**config.mk**
```make
export PLATFORM = sky130hd
export DESIGN_NAME = pwm_ramp_controller
export DESIGN_NICKNAME = d
export VERILOG_FILES = /design/src/rtl/pwm_pkg.sv /design/src/rtl/pwm_step_timer.sv /design/src/rtl/pwm_ramp_controller.sv
export SDC_FILE = /design/constraint.sdc
export NUM_CORES = 1
export LEC_CHECK = 0
export ABC_AREA = 1
export BUFFER_PORTS_ARGS = -buffer_cell sky130_fd_sc_hd__buf_2
export CORE_ASPECT_RATIO = 0.75
export CORE_MARGIN = 2
export CORE_UTILIZATION = 60
export DETAILED_ROUTE_END_ITERATION = 16
export PLACE_DENSITY = 0.81
export SYNTH_ARGS = -nofsm -noshare
export SYNTH_HDL_FRONTEND = slang
export SYNTH_HIERARCHICAL = 1
export SYNTH_SLANG_ARGS = --single-unit
```
**constraint.sdc**
```tcl
create_clock -name clk -period 4.59 [get_ports clk]
set_clock_uncertainty 0.1 [all_clocks]
set_input_delay 0.6885 -clock clk [delete_from_list [all_inputs] [get_ports clk]]
set_output_delay 0.6885 -clock clk [all_outputs]
set_load 0.03 [all_outputs]
```
**src/rtl/pwm_pkg.sv**
```systemverilog
// Shared definitions for the PWM duty ramp controller.
// The state enum always lists FAULT; it is only reachable when PWM_RAMP_FAULT_EN is defined.
package pwm_pkg;

  localparam int DUTY_W_DEFAULT = 8;
  localparam int DIV_W_DEFAULT  = 8;

  // Length of one PWM generator period in clk cycles (8-bit counter wrap).
  localparam int PWM_PERIOD = 256;

  typedef enum logic [1:0] {
    ST_IDLE  = 2'd0,
    ST_RAMP  = 2'd1,
    ST_FAULT = 2'd2
  } ramp_state_e;

endpackage

```
**src/rtl/pwm_step_timer.sv**
```systemverilog
// Counts PWM period boundaries and pulses step_tick on every interval-th one.
// Held cleared while the controller is not ramping.
module pwm_step_timer
  import pwm_pkg::*;
#(
  parameter int DIV_W = DIV_W_DEFAULT
) (
  input  logic             clk,
  input  logic             rst,
  input  logic             clear,
  input  logic [DIV_W-1:0] interval,
  input  logic             period_end,
  output logic             step_tick
);

  localparam logic [DIV_W-1:0] ONE = DIV_W'(1);

  logic [DIV_W-1:0] cnt;
  logic             last;

  // interval is never 0 here; the controller substitutes 1 on accept.
  assign last      = (cnt == (interval - ONE));
  assign step_tick = !clear && period_end && last;

  // NOTE: sequential state uses non-blocking assignments so every flop samples pre-edge values.
  always_ff @(posedge clk or negedge rst) begin
    if (!rst) begin
      cnt <= '0;
    end else if (clear) begin
      cnt <= '0;
    end else if (period_end) begin
      cnt <= last ? '0 : cnt + ONE;
    end
  end

endmodule

```
**src/rtl/pwm_ramp_controller.sv**
```systemverilog
// Slews the PWM duty toward a requested target in fixed steps, only on period boundaries.
// Optional fault handling is compiled in with PWM_RAMP_FAULT_EN.
module pwm_ramp_controller
  import pwm_pkg::*;
#(
  parameter int DUTY_W = DUTY_W_DEFAULT,
  parameter int DIV_W  = DIV_W_DEFAULT
) (
  input  logic              clk,
  input  logic              rst,
  input  logic              period_end,
  input  logic              tgt_valid,
  output logic              tgt_ready,
  input  logic [DUTY_W-1:0] tgt_duty,
  input  logic [DUTY_W-1:0] step,
  input  logic [DIV_W-1:0]  interval,
  output logic [DUTY_W-1:0] duty,
  output logic              busy,
  output logic              done
`ifdef PWM_RAMP_FAULT_EN
  ,
  input  logic              fault,
  input  logic              fault_clr,
  output logic              fault_latched
`endif
);

  ramp_state_e       state, state_d;
  logic [DUTY_W-1:0] duty_d;
  logic [DUTY_W-1:0] tgt_q, step_q;
  logic [DIV_W-1:0]  intv_q;

  logic fault_req, fault_clr_req;
  logic accept, load, at_target, step_tick;

`ifdef PWM_RAMP_FAULT_EN
  assign fault_req     = fault;
  assign fault_clr_req = fault_clr && !fault;
  assign fault_latched = (state == ST_FAULT);
`else
  // Without fault support FAULT is unreachable; a forced clear lets it fall back to IDLE.
  assign fault_req     = 1'b0;
  assign fault_clr_req = 1'b1;
`endif

  assign tgt_ready = (state == ST_IDLE);
  assign accept    = tgt_valid && tgt_ready;
  assign at_target = (duty == tgt_q);

  // done coincides with the first cycle the final duty is visible; busy drops with it.
  assign done = (state == ST_RAMP) && at_target && !fault_req;
  assign busy = (state == ST_RAMP) && !at_target;

  pwm_step_timer #(.DIV_W(DIV_W)) u_step_timer (
    .clk        (clk),
    .rst        (rst),
    .clear      (state != ST_RAMP),
    .interval   (intv_q),
    .period_end (period_end),
    .step_tick  (step_tick)
  );

  // Saturating step: the distance to the target is compared in one extra bit so the
  // last step lands exactly on the target instead of overshooting or wrapping.
  logic              up;
  logic [DUTY_W:0]   gap;
  logic [DUTY_W-1:0] moved, duty_stepped;

  always_comb begin
    up           = (tgt_q > duty);
    gap          = up ? ({1'b0, tgt_q} - {1'b0, duty}) : ({1'b0, duty} - {1'b0, tgt_q});
    moved        = up ? (duty + step_q) : (duty - step_q);
    duty_stepped = (gap <= {1'b0, step_q}) ? tgt_q : moved;
  end

  // NOTE: every output of this block gets a default first, so no path can infer a latch.
  always_comb begin
    state_d = state;
    duty_d  = duty;
    load    = 1'b0;

    unique case (state)
      ST_IDLE: begin
        if (accept) begin
          state_d = ST_RAMP;
          load    = 1'b1;
        end
      end
      ST_RAMP: begin
        if (at_target) begin
          state_d = ST_IDLE;
        end else if (step_tick) begin
          duty_d = duty_stepped;
        end
      end
      ST_FAULT: begin
        if (fault_clr_req) begin
          state_d = ST_IDLE;
        end
      end
      default: begin
        state_d = ST_IDLE;
      end
    endcase

    // A fault overrides every state and kills the output at once, not on a period boundary.
    if (fault_req) begin
      state_d = ST_FAULT;
      duty_d  = '0;
      load    = 1'b0;
    end
  end

  // NOTE: the latched request registers are reset too, so state after reset never depends on X.
  always_ff @(posedge clk or negedge rst) begin
    if (!rst) begin
      state  <= ST_IDLE;
      duty   <= '0;
      tgt_q  <= '0;
      step_q <= '0;
      intv_q <= '0;
    end else begin
      state <= state_d;
      duty  <= duty_d;
      if (load) begin
        tgt_q  <= tgt_duty;
        step_q <= (step == '0) ? DUTY_W'(1) : step;
        intv_q <= (interval == '0) ? DIV_W'(1) : interval;
      end
    end
  end

endmodule

```
# --- Word-level counts from Yosys, hierarchy flattened ---
# Index checks and enable logic that the tools add are counted.
op_classes:
  addsub: 6
  n_mul: 0
  div: 0
  order_cmp: 2
  eq_ne: 6
  shifts: 0
  n_mux: 13
  n_bitwise: 1
  n_reduce_logical: 13
op_table:
  columns: ["cell", "n"]
  rows:
  - ["2-to-1 mux 8 bit", 7]
  - ["subtractor 8 x 8 -> 9 bit", 2]
  - ["equality test 8 bit", 2]
  - ["zero test 8 bit", 2]
  - ["<= comparator 9 x 8 -> 1 bit", 1]
  - ["2-to-1 mux 9 bit", 1]
  - ["adder 8 x 1 -> 8 bit (second input constant)", 1]
  - ["adder 8 bit", 1]
  - ["> comparator 8 bit", 1]
  - ["subtractor 8 x 1 -> 8 bit (second input constant)", 1]
  - ["subtractor 8 bit", 1]
  - ["logical AND 1 bit", 5]
  - ["2-to-1 mux 2 bit", 2]
  - ["!= test 2 x 1 -> 1 bit (second input constant)", 2]
  - ["one-hot mux 2 bit (2 select lines)", 1]
  - ["AND reduction 3 bit", 1]
  - ["equality test 2 x 1 -> 1 bit (second input constant)", 1]
  - ["zero test 1 bit", 2]
  - ["zero test 2 bit", 1]
  - ["2-to-1 mux 1 bit", 2]
  - ["!= test 2 bit (second input constant)", 1]
  - ["AND reduction 2 bit", 1]
  - ["nonzero test 2 bit", 1]
  - ["inverter 1 bit", 1]
totals:
  regBits: 42
  latchBits: 0
  ram_bits: 0
  mem_bits_ro: 0
  in_bits: 28
  out_inout_bits: 11
  word_cells: 47
  memories: 0

# --- Longest topological paths before layout ---
# Gate-level depths: netlist (run 1).
logic_depth:
  ltp_word: 5
  ltp_mapped: 28
  ltp_nobuf: 27

# --- Hierarchy ---
# Netlist (run 1), hierarchy kept.
by_module_without_submodules:
  columns: ["module", "n_inst", "cells_per_inst", "area_each_um2", "seq_area_each_um2"]
  rows:
  - ["pwm_ramp_controller", 1, 376, 2844.0, 825.8]
  - ["pwm_step_timer", 1, 136, 778.2, 200.2]

# --- Worst setup path before layout (run 1) ---
# Ideal clock, no wire load.
synth_timing:
  kind: "reg-to-reg"
  startpoint: "reg duty[3]"
  endpoint: "reg duty[4]"
  setup_time_ns: 0.117
  t_arrival_ns: 3.186
  required_ns: 4.373
  slack_ns: 1.187
  stages_incl_launch_ff: 29
  synth_period_minus_slack_ns: 3.403
  path_cell_list: "dfrtp_1 -> inv_1 -> ha_1 -> nand2_4 -> inv_1 -> nand2_1 -> nand2_1 -> nand2_1 -> nand3_2 -> nand2_4 -> buf_4 -> nand3_1 -> o21ai_2 -> xor2_1 -> inv_1 -> ha_1 -> nand2_1 -> nand2_1 -> nand2_1 -> nand2_1 -> nand2_1 -> nand3b_1 -> nand2_1 -> nand3_4 -> buf_6 -> nand2_2 -> o21ai_2 -> nand2_1 -> nand2_1"
synth_via:
  elab_chain_cells: 4
  word_cells_on_any_way: 12
synth_lines:
  columns: ["element", "line_no", "text"]
  rows:
  - ["from (decl)", "pwm_ramp_controller.sv:17", "output logic [DUTY_W-1:0] duty,"]
  - ["from (signal assigned)", "pwm_ramp_controller.sv:124", "duty <= duty_d;"]
  - ["subtractor 8 x 8 -> 9 bit / > comparator 8 bit (equally long branches)", "pwm_ramp_controller.sv:71, pwm_ramp_controller.sv:70", null]
  - ["2-to-1 mux 9 bit", "pwm_ramp_controller.sv:71", "gap = up ? ({1'b0, tgt_q} - {1'b0, duty}) : ({1'b0, duty} - {1'b0, tgt_q});"]
  - ["<= comparator 9 x 8 -> 1 bit", "pwm_ramp_controller.sv:73", "duty_stepped = (gap <= {1'b0, step_q}) ? tgt_q : moved;"]
  - ["2-to-1 mux 8 bit", "pwm_ramp_controller.sv:73", null]
# Several ways; a longest one is shown, not always the timed one.
# A chain may end at the register's enable or synchronous reset.

# --- Final worst setup path (run 1) ---
layout_timing:
  startpoint: "reg duty[3]"
  endpoint: "reg duty[2]"
# Same word-level chain as after synthesis.

==> impl_metrics.toml, run 1 <==
[run_status]
run_status = "complete, no violations"

[clock_tree]
cts_tree = "built"
clk_root_buffer_cell = "clkbuf_8"
cts_max_path_buffers = 2
postCtsSetupBuffers = 0
cts-hold-fix-buffers = 0
cts_max_level = 2
number_of_resized_instances_in_the_post_cts_repair_step = 0
clock_input_transition_at_the_sequential_cells_of_the_worst_setup_and_hold_paths_ns = 0.08
clock_sinks = 41
cts-buffers-inserted = 5
worstSkewPairLatency_ns = 0.29

[floorplanning]
start_util_pct = 62.2
floorplan.die.height_um = 71.3
die_width_um = 93.7
design.portCount = 39
placeableCoreArea_mm2 = 0.00583
placement_rows = 24
dieArea_mm2 = 0.00668

[final_layout]
area_growth_pct = 9.95
finalNetCount = 616
seqCellArea_mm2 = 0.00103
layout-drive-gt1-share_pct = 14.7
multiInputGateArea_mm2 = 0.00225
postLayoutCellArea_mm2 = 0.00398
fillerInstances = 497
diodes = 0

[power_and_ir_drop]
power.net_switching_mw = 0.229
cell_internal_pwr_mw = 0.583
irDropWorstVdd_v = 0.000178
switching_share_pct = 28.2
power.leakage_nw = 2.26
power.share.sequential_pct = 50.3
power_frac_clock_pct = 35.6
powerDensity_mw_per_mm2 = 204
combinationalPowerShare_pct = 14.1

[logic_synthesis]
synth_top_area_share_pct = 28.3
synth_area_in_adders_pct = 13.4
post_synth_inst_count = 512
post_synth_xor_area_fraction_pct = 5.28
synth-seq-cells = 41
synth-seq-area-share_pct = 28.3
ys_types = 40
mappedNetlistNets = 577
synth_compound_area_share_pct = 9.88
synth_top_cells_by_area = "dfrtp_1 (28%), nand2_1 (15%), ha_1 (12%)"
synthMuxAreaShare_pct = 2.18
netlist_area_mm2 = 0.00362
area_fraction_in_and_or_nand_and_nor_cells_after_synthesis_pct = 31.3
total_number_of_yosys_warnings = 6
postSynth.asyncResetShare_pct = 100
syn-mean-instance-area_um2 = 7.07
largest_family_of_logic_cells_by_synthesized_area = "simple AND/OR/NAND/NOR gates"
postSynth.topFlopCell = "dfrtp_1"
post-synth-top-area-cell = "dfrtp_1"
synth-edff-count = 0

[timing]
clock.fmax_ghz = 0.256
timing.hold.ws_ns = 0.384
finalCritPeriodShare_pct = 85.2
final.min_clock_period_ns = 3.91
report.final.slew_viol_count = 0
rsz_0062_raised_after_global_routing = "false"
maxSlewHeadroom_pct = 38.0
final-hold-violation-count = 0
worst_slew_pin_slew_ns = 0.930
fin_tns_setup_ns = 0
setup_viol_count_final = 0

[critical_path]
timing.critical_path.slowest_stage_cell = "dfrtp_1"
cp_common_cell = "nand2_1"
setup.worst_path.start_class = "flop"
max_stage_delay_ns = 0.46
ff2ff_path_depth = 26
crit_path_category = "flop to flop"
cp_required_ns = 4.68
peak_fanout_along_the_critical_path = 14
worst-endpoint-arrival_ns = 4.00
critPathCaptureType = "flop"
timing.critical_path.max_delay_family = "simple AND/OR/NAND/NOR gates"
critical_path_buf_inv_count = 5
cp_num_cells = 26

[route]
drcViolationCount = 0
final_routed_wirelength_mm = 8.94
detailed_router_iteration_count_before_antenna_repair = 5
final_antenna_net_count = 0
vias_per_cell = 5.39
routedWlPerCell_um = 14.2
via_count = 3388
number_of_design_rule_violations_left_by_the_first_detailed_router_iteration = 320

[grt]
via_count_of_the_first_global_routing_pass = 3081
grt_start_max_net_pins = 43
grt_overflow_total = 0
grt.total_usage_pct = 28.1
initial_antenna_violation_count = 0
grt_pass1_wl_mm = 14.7

[placed_design]
gp_congestion = 1.02
port_buffers = 38
dp.final_hpwl_mm = 6.98
placement.cell_area_mm2 = 0.00388

[flow_run]
max-cap-violations = 0

[hold_path]
hold_depth = 2
timing.hold.worst.class = "flop to flop"
## final timing paths
path                                            startpoint                              end  slack, ns
setup / recovery                       duty[3]$_DFFE_PN0P_              duty[2]$_DFFE_PN0P_       0.68
setup reg to reg                       duty[3]$_DFFE_PN0P_              duty[2]$_DFFE_PN0P_       0.68
hold reg to reg            u_step_timer/cnt[3]$_DFFE_PN0P_  u_step_timer/cnt[3]$_DFFE_PN0P_       0.38
min in group asynchronous                              rst             tgt_q[4]$_DFFE_PN0P_       0.42
hold / removal             u_step_timer/cnt[3]$_DFFE_PN0P_  u_step_timer/cnt[3]$_DFFE_PN0P_       0.38
max in group asynchronous                              rst              duty[7]$_DFFE_PN0P_       3.38
## cell type report
type,instances,area share [%]
Sequential cell,41,25.8
Clock inverter,2,0.880
Tap cell,78,2.45
Timing Repair Buffer,39,4.96
Multi-Input combinational cell,381,56.4
Inverter,83,7.82
Clock buffer,5,1.73
## stage by stage
| stage | power (mW) | instances | util (%) | worst slack (ns) |
|---|---|---|---|---|
| after global routing | 0.855 | 629 | 68.4 | 0.427 |
| after global placement | 0.525 | 622 | 66.6 | 0.886 |
| after floorplan | 0.488 | 512 | - | 1.19 |
| after detailed placement | 0.529 | 622 | 66.6 | 0.807 |
| final | 0.812 | 629 | 68.4 | 0.679 |
| after CTS | 0.814 | 629 | 68.4 | 0.776 |
## power groups by stage
| stage | Clock, mW | Combinational, mW | Sequential [mW] |
|---|---|---|---|
| 2_1_floorplan | 0 | 0.0817 | 0.407 |
| 3_3_place_gp | 0 | 0.111 | 0.414 |
| 3_5_place_dp | 0 | 0.114 | 0.415 |
| 4_1_cts | 0.292 | 0.114 | 0.408 |
| 5_1_grt | 0.307 | 0.136 | 0.412 |
| 6_report | 0.289 | 0.114 | 0.409 |
## flip-flops by register name, indices dropped and copies added, names as in the netlist
name / count
u_step_timer/cnt: 8
state: 1
step_q: 8
duty: 8
intv_q: 8
tgt_q: 8
## cells in the final DEF (no fill, tap or decap), drive strengths merged
master	instances
a31oi	1
inv	82
nor4	3
a21oi	32
clkbuf	5
clkinv	2
fa	3
nor2	55
o211ai	3
nor3b	1
o21ai	20
nand4	6
o2111ai	1
a21o	2
ha	34
xnor2	2
bufinv	1
mux2	7
a211oi	2
xor2	19
dfrtp	41
nor3	5
nand3b	2
nand3	27
nand2	154
o31ai	2
buf	39
## cells in the mapped netlist (2+ instances only)
library cell  instances
o21ai_1               3
dfrtp_1              41
clkbuf_1              4
nor2_2                3
a21oi_1              32
a211oi_1              2
nand2_2               4
a21o_1                2
o211ai_1              3
nand3_4               2
o21ai_2               4
nand4_1               5
inv_2                 6
nand3_1              23
nand3_2               2
o31ai_1               2
o21ai_0              13
inv_1                76
nor4_1                3
fa_1                  3
nand2_1             147
nand2_4               3
mux2_2                7
nor3_1                4
nand3b_1              2
nor2_1               51
ha_1                 34
xor2_1               18
xnor2_1               2
## routing by layer
metal	part of all wire, %	GRT usage (%)	routed length (µm)	up-vias
met5	0	0	0	-
met4	0.81	5.96	72	0
met3	7.7	4.21	686	9
met2	41	40.9	3640	127
met1	51	44.4	4550	1561
li1	-	-	-	1691
## logic make-up after synthesis
group / after synthesis
xor+xnor: 21
flops: 41
fa+ha+maj: 37
simple gates: 253
mux: 7
buf+inv: 90
compound gates: 63
## worst register-to-register path, stage by stage, from the launching register on
cell,delay [ns]
dfrtp_1,0.46
inv_1,0.07
ha_1,0.46
nand2_4,0.15
inv_1,0.05
nand2_1,0.06
nand2_1,0.07
nand2_1,0.08
nand3_2,0.14
nand2_4,0.18
inv_2,0.11
o21ai_0,0.25
xor2_1,0.23
inv_1,0.08
ha_1,0.27
nand2_1,0.08
inv_1,0.04
nand2_1,0.05
nand2_1,0.05
nand2_1,0.06
nand3b_1,0.07
nand2_1,0.16
nand3_4,0.22
nand2_1,0.14
o21ai_2,0.06
nand2_1,0.06
nand2_1,0.06
Note: power is estimated with default switching activity, not from simulation.
==> inputs of run 2 (changes only) <==
--- a/config.mk
+++ b/config.mk
@@ -12,6 +12,7 @@
 export CORE_UTILIZATION = 60
 export DETAILED_ROUTE_END_ITERATION = 16
 export PLACE_DENSITY = 0.81
+export SETUP_SLACK_MARGIN = 0.05
 export SYNTH_ARGS = -nofsm -noshare
 export SYNTH_HDL_FRONTEND = slang
 export SYNTH_HIERARCHICAL = 1
==> constraint.sdc (replaced) <==
create_clock -name clk -period 4.9 [get_ports clk]
set_clock_uncertainty 0.1 [all_clocks]
set_input_delay 0.735 -clock clk [delete_from_list [all_inputs] [get_ports clk]]
set_output_delay 0.735 -clock clk [all_outputs]
set_load 0.03 [all_outputs]
==> impl_metrics.toml, run 2 (synthesized netlist as in run 1, its figures left out) <==
[run_status]
run_status = "complete, no violations"

[floorplanning]
start_util_pct = 62.2
die_width_um = 93.7
placement_rows = 24
floorplan.die.height_um = 71.3
placeableCoreArea_mm2 = 0.00583
dieArea_mm2 = 0.00668
design.portCount = 39

[power_and_ir_drop]
power.share.sequential_pct = 50.2
irDropWorstVdd_v = 0.000173
combinationalPowerShare_pct = 14.3
powerDensity_mw_per_mm2 = 192
power_frac_clock_pct = 35.5
switching_share_pct = 28.4
power.net_switching_mw = 0.217
cell_internal_pwr_mw = 0.546
power.leakage_nw = 2.26

[clock_tree]
clock_sinks = 41
postCtsSetupBuffers = 0
clk_root_buffer_cell = "clkbuf_8"
cts-hold-fix-buffers = 0
cts_tree = "built"
cts_max_path_buffers = 2
cts_max_level = 2
number_of_resized_instances_in_the_post_cts_repair_step = 0
worstSkewPairLatency_ns = 0.30
clock_input_transition_at_the_sequential_cells_of_the_worst_setup_and_hold_paths_ns = 0.09
cts-buffers-inserted = 5

[grt]
groute.layer.met2.usage_pct = 41.3
grt_overflow_total = 0
grtUsageMet1_pct = 43.4
grt_pass1_wl_mm = 14.8
global_route.usage.met3_pct = 5.36
via_count_of_the_first_global_routing_pass = 3114
grt_start_max_net_pins = 43
gr-max-usage-layer = "met1"
grt.total_usage_pct = 28.1
initial_antenna_violation_count = 0

[final_layout]
postLayoutCellArea_mm2 = 0.00398
finalNetCount = 616
commonest_cells_after_routing_fill_and_taps_aside = "nand2_1 (147), inv_1 (76), nor2_1 (51), dfrtp_1 (41), buf_2 (38)"
area_growth_pct = 9.95
diodes = 0
final_common_cell = "nand2_1"
finalNonFillerCells = 629
layout-drive-gt1-share_pct = 14.7

[timing]
final.min_clock_period_ns = 3.80
rsz_0062_raised_after_global_routing = "false"
worst_slew_pin_slew_ns = 0.951
report.final.slew_viol_count = 0
timing.hold.ws_ns = 0.389
maxSlewHeadroom_pct = 36.6
finalCritPeriodShare_pct = 77.6
fin_tns_setup_ns = 0
clock.fmax_ghz = 0.263
setup_viol_count_final = 0
final-hold-violation-count = 0

[hold_path]
timing.hold.worst.class = "flop to flop"

[route]
final_routed_wirelength_mm = 8.89
via_count = 3342
number_of_design_rule_violations_left_by_the_first_detailed_router_iteration = 288
detailed_router_iteration_count_before_antenna_repair = 6
routedWlPerCell_um = 14.1
final_antenna_net_count = 0
drcViolationCount = 0
vias_per_cell = 5.31

[critical_path]
timing.critical_path.slowest_stage_cell = "dfrtp_1"
cp_required_ns = 5.00
setup.worst_path.start_class = "flop"
cp_common_cell = "nand2_1"
timing.critical_path.cells = "inv_1 -> ha_1 -> nand2_1 -> inv_1 -> nand4_4 -> nand2_4 -> inv_2 -> o21ai_0 -> xor2_1 -> inv_1 -> ha_1 -> nand2_1 -> inv_1 -> nand2_1 -> nand2_1 -> nand2_1 -> nand3b_1 -> nand2_1 -> nand3_4 -> nand2_1 -> o21ai_2 -> nand2_1 -> nand2_1"
critPathCaptureType = "flop"
worst-endpoint-arrival_ns = 3.90
peak_fanout_along_the_critical_path = 14
max_stage_delay_ns = 0.57
crit_path_category = "flop to flop"

[flow_run]
max-cap-violations = 0

[placed_design]
placement.cell_area_mm2 = 0.00388
dp.final_hpwl_mm = 6.98
port_buffers = 38
gp_congestion = 0.994
post-place-cells = 622
run 2: worst paths after layout:
kind / start / to / slack (ns) / cells after the start
setup / recovery: duty[1]$_DFFE_PN0P_ / duty[2]$_DFFE_PN0P_ / 1.10 / 23
hold / removal: u_step_timer/cnt[3]$_DFFE_PN0P_ / u_step_timer/cnt[3]$_DFFE_PN0P_ / 0.39 / 2
setup reg to reg: duty[1]$_DFFE_PN0P_ / duty[2]$_DFFE_PN0P_ / 1.10 / 23
hold reg to reg: u_step_timer/cnt[3]$_DFFE_PN0P_ / u_step_timer/cnt[3]$_DFFE_PN0P_ / 0.39 / 2
max in group asynchronous: rst / u_step_timer/cnt[7]$_DFFE_PN0P_ / 3.63 / 1
min in group asynchronous: rst / duty[4]$_DFFE_PN0P_ / 0.48 / 1
run 2: critical path, delay by kind of cell, from the launching register on:
kind                     cells  cell delay, ns
XOR/XNOR                     1            0.17
adder cells (fa/ha/maj)      2            0.57
AO/OA/AOI/OAI                2            0.28
AND/OR/NAND/NOR             13            1.48
flip-flops                   1            0.57
buffers and inverters        5            0.50
run 2: metrics by stage:
| stage | setup WS, ns | util, % | power (mW) |
|---|---|---|---|
| final | 1.10 | 68.4 | 0.764 |
| after floorplan | 1.50 | - | 0.457 |
| after detailed placement | 1.20 | 66.6 | 0.498 |
| after global routing | 0.797 | 68.4 | 0.804 |
| after CTS | 1.17 | 68.4 | 0.768 |
| after global placement | 1.20 | 66.6 | 0.491 |
run 2: layer usage:
layer,vias to the layer above,share of wire (%)
li1,1700,-
met1,1515,50
met2,118,41
met3,9,8.0
met4,0,0.96
met5,-,0
run 2: power by group through the flow:
| stage | Clock, mW | Sequential, mW | Combinational [mW] |
|---|---|---|---|
| final | 0.271 | 0.383 | 0.110 |
| after global routing | 0.288 | 0.387 | 0.128 |
| after CTS | 0.276 | 0.382 | 0.110 |
| after global placement | 0 | 0.388 | 0.104 |
| after floorplan | 0 | 0.381 | 0.0765 |
| after detailed placement | 0 | 0.389 | 0.109 |
run 2: cell type report:
type                            count  area (µm²)
Clock buffer                        5        68.8
Clock inverter                      2        35.0
Fill cell                         506        1840
Inverter                           83         312
Multi-Input combinational cell    381        2250
Sequential cell                    41        1030
Tap cell                           78        97.6
Timing Repair Buffer               39         198
